===== config.mk =====
export PLATFORM = sky130hd
export DESIGN_NAME = i2c_slave_byte_rx_ctrl
export DESIGN_NICKNAME = d
export VERILOG_FILES = /design/src/rtl/i2c_slave_byte_rx_ctrl.sv
export SDC_FILE = /design/constraint.sdc
export NUM_CORES = 1
export LEC_CHECK = 0
export CAP_MARGIN = 15
export CORE_UTILIZATION = 35
export DETAILED_ROUTE_END_ITERATION = 12
export SLEW_MARGIN = 20
export SYNTH_ARGS = -nofsm -noshare
export SYNTH_HDL_FRONTEND = slang
export SYNTH_SLANG_ARGS = --single-unit

===== constraint.sdc =====
create_clock -name clk -period 2.4 [get_ports clk]
set_input_delay 0.36 -clock clk [delete_from_list [all_inputs] [get_ports clk]]
set_output_delay 0.36 -clock clk [all_outputs]
set_load 0.1 [all_outputs]

===== src/rtl/i2c_slave_byte_rx_ctrl.sv =====
`default_nettype none
// ============================================================================
// Module      : i2c_slave_byte_rx_ctrl
// Description : I2C slave byte receiver. It requests DATA_WIDTH bits, one at a
//               time, from a bit-read submodule and assembles them MSB first.
//               The optional bit watchdog is compiled in when the macro
//               I2C_SLAVE_BYTE_RX_TIMEOUT_EN is defined.
// Revision    : 1.0 - initial release
// ============================================================================
module i2c_slave_byte_rx_ctrl #(
    parameter int DATA_WIDTH     = 8,
    parameter int TIMEOUT_CYCLES = 1024
) (
    input  logic                  clk,
    input  logic                  rst_n,
    input  logic                  byte_read_en,
    output logic [DATA_WIDTH-1:0] byte_read_o,
    output logic                  byte_read_err,
    output logic                  byte_read_finish,
    output logic                  bit_read_en,
    input  logic                  bit_read_i,
    input  logic                  bit_read_err,
    input  logic                  bit_read_finish
);

    localparam int                  c_CNT_W = $clog2(DATA_WIDTH);
    localparam logic [c_CNT_W-1:0]  c_LAST  = c_CNT_W'(DATA_WIDTH - 1);

    typedef enum logic [2:0] {
        S_IDLE = 3'd0,
        S_REQ  = 3'd1,
        S_GAP  = 3'd2,
        S_DONE = 3'd3,
        S_ERR  = 3'd4
    } state_t;

    state_t                  r_state;
    state_t                  w_next_state;
    logic [c_CNT_W-1:0]      r_bit_cnt;
    logic [DATA_WIDTH-1:0]   r_shift;
    logic [DATA_WIDTH-1:0]   w_shift_in;
    logic                    w_bit_done;
    logic                    w_timeout;

    // A bit is accepted only while the request is still held; a drop aborts.
    assign w_bit_done = (r_state == S_REQ) && bit_read_finish && byte_read_en;
    assign w_shift_in = {r_shift[DATA_WIDTH-2:0], bit_read_i};

`ifdef I2C_SLAVE_BYTE_RX_TIMEOUT_EN
    localparam int                 c_WD_W    = $clog2(TIMEOUT_CYCLES + 1);
    localparam logic [c_WD_W-1:0]  c_WD_LAST = c_WD_W'(TIMEOUT_CYCLES - 1);

    logic [c_WD_W-1:0] r_wdog;

    // Watchdog: restarts on each entry to REQ, counts REQ cycles without finish.
    always_ff @(posedge clk or negedge rst_n) begin
        if (!rst_n) begin
            r_wdog <= '0;
        end else if ((r_state != S_REQ) && (w_next_state == S_REQ)) begin
            r_wdog <= '0;
        end else if ((r_state == S_REQ) && !bit_read_finish) begin
            r_wdog <= r_wdog + 1'b1;
        end
    end

    assign w_timeout = (r_state == S_REQ) && !bit_read_finish && (r_wdog == c_WD_LAST);
`else
    assign w_timeout = 1'b0;
`endif

    // State register.
    always_ff @(posedge clk or negedge rst_n) begin
        if (!rst_n) begin
            r_state <= S_IDLE;
        end else begin
            r_state <= w_next_state;
        end
    end

    // Next-state logic; a dropped request wins over a completing bit.
    always_comb begin
        w_next_state = r_state;
        case (r_state)
            S_IDLE: begin
                if (byte_read_en) w_next_state = S_REQ;
            end
            S_REQ: begin
                if (!byte_read_en) begin
                    w_next_state = S_IDLE;
                end else if (bit_read_finish) begin
                    if (bit_read_err)             w_next_state = S_ERR;
                    else if (r_bit_cnt == c_LAST) w_next_state = S_DONE;
                    else                          w_next_state = S_GAP;
                end else if (w_timeout) begin
                    w_next_state = S_ERR;
                end
            end
            S_GAP: begin
                if (!byte_read_en)        w_next_state = S_IDLE;
                else if (!bit_read_finish) w_next_state = S_REQ;
            end
            S_DONE:  w_next_state = S_IDLE;
            S_ERR:   w_next_state = S_IDLE;
            default: w_next_state = S_IDLE;
        endcase
    end

    // Datapath: bit counter, shift register and the published byte.
    always_ff @(posedge clk or negedge rst_n) begin
        if (!rst_n) begin
            r_bit_cnt   <= '0;
            r_shift     <= '0;
            byte_read_o <= '0;
        end else if ((r_state == S_IDLE) && byte_read_en) begin
            r_bit_cnt <= '0;
            r_shift   <= '0;
        end else if (w_bit_done) begin
            r_bit_cnt <= r_bit_cnt + 1'b1;
            r_shift   <= w_shift_in;
            // Published on entry to DONE so it is valid alongside the finish pulse.
            if (!bit_read_err && (r_bit_cnt == c_LAST)) begin
                byte_read_o <= w_shift_in;
            end
        end
    end

    // Handshake outputs registered from the next state so they track the FSM.
    always_ff @(posedge clk or negedge rst_n) begin
        if (!rst_n) begin
            bit_read_en      <= 1'b0;
            byte_read_finish <= 1'b0;
            byte_read_err    <= 1'b0;
        end else begin
            bit_read_en      <= (w_next_state == S_REQ);
            byte_read_finish <= (w_next_state == S_DONE) || (w_next_state == S_ERR);
            byte_read_err    <= (w_next_state == S_ERR);
        end
    end

endmodule
`default_nettype wire


==> metrics.yaml <==
avgSynthCellArea_um2: 13.1
synth_top_cell_area_share_pct: 55.4
dpl.hpwl_um: 1230
outcome: "complete, but fails checks"
post-cts-setup-buffers: 0
clkTransAtPathRegs_ns: 0.14
antenna_found_initial: 0
setup_viol: 0
sequentialPowerShare_pct: 53.3
cts_sinks: 24
cpPeakStageDelay_ns: 0.51
viasPerCell: 4.81
totalPowerFinal_mw: 0.802
power.leakage_nw: 0.656
critPathArrivalTime_ns: 2.03
power_frac_comb_pct: 10.1
grt_first_pass_wirelength_um: 3070
r2r_cells: 5
pwr-share-clk_pct: 36.7
drt_iter0_drc: 21
io_buffers: 16
cellPowerDensity_nw_per_um2: 608
place_area_um2: 1270
drt_first_pass_iters: 8
fin_tns_setup_ns: 0
gp_congestion: 0.730
die-area_um2: 3330
hold_buffers: 0
grt_pass1_vias: 671
worst-path-stages: 5
ant_nets: 0
critPathLaunch: "r_bit_cnt[0]$_DFFE_PN0P_"
nets: 113
critPathBufInv: 0
yosys.cell_types.count: 22
crit_type: "flip-flop to flip-flop"
ys_ff_latch: 24
io-pin-count: 17
period_share_pct: 75.3
hold_path.class: "input port to asynchronous set/reset pin"
synth_area_um2: 1080
ir_drop_mv: 0.292
p_int_mw: 0.616
cts_buffers: 3
start_kind: "flip-flop"
switching_power_mw: 0.187
reg2reg_from: "r_bit_cnt[0]$_DFFE_PN0P_"
path_cells: "ha_1, ha_1, or4b_4, nor2_8, mux2_4"
postSynthCellCount: 83
drive_gt1_share_pct: 28.8
htreeDepth: 1
cts-root-buf: "clkbuf_4"
grtUsageTotal_pct: 12.3
diodes: 0
synth_top_area_cell: "dfrtp_1"
grt_max_degree: 25
hold_viol: 0
slew_violations: 0
synth_area_leaders: "dfrtp_1 (55%), mux2_4 (11%), mux2i_1 (10%)"
path_max_fanout: 8
ctsResizeCount: 0
max_slew_margin_pct: 73.9
fin_area_um2: 1320
failed_checks: "DRC"
crit_top_cell: "ha_1"
rsz0062_at_grt: "no"
row_count: 19
finClkSkew_ns: 0.0100
max_slew.worst_pin.slew_ns: 0.392
path_delay_family: "simple AND/OR/NAND/NOR gates"
slowest_stage: "or4b_4"
cts_buffer_depth: 2
avgRoutedWirePerCell_um: 12.8
die_y_um: 57.7
fmax_ghz: 0.554
seq_area_frac_synth_pct: 55.4
min_period_ns: 1.81
syn_to_final_growth_pct: 21.7
whs_ns: 0.376
start_util_pct: 38.0
cts_tree: "done"
vias: 649
swShare_pct: 23.3
ys_warn_count: 0
grt.overflow.total: 0
drv_cap: 0
route.detailed.drc: 2
syn_nets: 91
clk-insertion-delay-late_ns: 0.32
die_width_um: 57.7
core-area_um2: 2850
required_ns: 2.62
wirelength_um: 1730
crit_path_end_kind: "flip-flop"
-- placed cells by master (no fill, tap or decap), types with 2 or more instances in the layout --
cell,n
dfrtp_1,24
clkdlybuf4s50_1,5
mux2i_1,11
nor2_1,2
inv_1,9
mux2_4,8
and2_1,2
buf_4,14
clkbuf_4,3
ha_1,2
nand2_1,11
-- power groups by stage --
stage / clock (mW) / combinational [mW] / sequential [mW]
after floorplan: 0 / 0.0329 / 0.450
after global placement: 0 / 0.0798 / 0.435
after detailed placement: 0 / 0.0826 / 0.435
after CTS: 0.307 / 0.0827 / 0.428
after global routing: 0.317 / 0.0890 / 0.429
final: 0.294 / 0.0807 / 0.427
-- routing by layer --
metal / wire length, um / global-route usage, % / share of wire, % / vias up
li1: - / - / - / 319
met1: 813 / 16.4 / 47 / 315
met2: 818 / 19.6 / 47 / 13
met3: 82 / 2.68 / 4.7 / 2
met4: 19 / 5.10 / 1.1 / 0
met5: 0 / 0 / 0 / -
-- worst reg2reg max path: cells and delay by family (launching register included) --
kind                       cells  cell delay [ns]
muxes                          1             0.32
and+or+nand+nor                2             0.73
DFF                            1             0.39
adders and majority gates      2             0.29
-- sequential cells by signal (all words and copies together) (netlist names) --
| signal | cells |
|---|---|
| byte_read_finish | 1 |
| r_bit_cnt | 3 |
| r_state | 3 |
| byte_read_o | 8 |
| byte_read_err | 1 |
| bit_read_en | 1 |
| r_shift | 7 |
-- final timing paths --
check	endpoint	slack, ns
worst min register to register	r_bit_cnt[0]$_DFFE_PN0P_	0.50
min in group clk	r_bit_cnt[0]$_DFFE_PN0P_	0.50
worst min-delay path	r_shift[3]$_DFFE_PN0P_	0.38
worst max register to register	byte_read_o[0]$_DFFE_PN0P_	0.59
max in group asynchronous	r_bit_cnt[1]$_DFFE_PN0P_	1.78
worst max-delay path	byte_read_o[0]$_DFFE_PN0P_	0.59
-- per-stage QoR --
| step | util [%] | setup slack [ns] | instances |
|---|---|---|---|
| 6_report | 46.3 | 0.593 | 135 |
| 5_1_grt | 46.3 | 0.530 | 135 |
| 4_1_cts | 46.3 | 0.576 | 135 |
| 3_5_place_dp | 44.4 | 0.298 | 131 |
| 3_3_place_gp | 44.4 | 0.331 | 131 |
| 2_1_floorplan | - | 0.673 | 83 |
-- cells in the mapped netlist --
| cell type | instances |
|---|---|
| and4b_2 | 1 |
| mux2_4 | 8 |
| o21ai_0 | 1 |
| inv_1 | 9 |
| clkbuf_1 | 1 |
| nand4b_4 | 1 |
| dfrtp_1 | 24 |
| nor2_8 | 1 |
| maj3_1 | 1 |
| a21oi_1 | 1 |
| or4b_1 | 1 |
| nand2b_1 | 1 |
| nor2_1 | 2 |
| buf_4 | 1 |
| mux2i_1 | 11 |
| nand3_1 | 1 |
| nand2_1 | 11 |
| or4b_4 | 1 |
| ha_1 | 2 |
| nor3b_1 | 1 |
| and2_1 | 2 |
| nor3_1 | 1 |
-- cell type report --
cell class | count | area [um^2]
Sequential cell | 24 | 601
Clock inverter | 1 | 30.0
Clock buffer | 3 | 22.5
Tap cell | 31 | 38.8
Timing Repair Buffer | 19 | 155
Fill cell | 275 | 1530
Multi-Input combinational cell | 48 | 439
Inverter | 9 | 33.8
-- kinds of logic after synthesis --
logic type	count (synthesis)	share of synthesized area [%]
adder cells (fa/ha/maj)	3	3.23
AO/OA/AOI/OAI	2	0.922
buffers and inverters	11	4.15
flip-flops	24	55.4
AND/OR/NAND/NOR	24	15.1
multiplexers	19	21.2
Power figures use the tool's default switching activity.
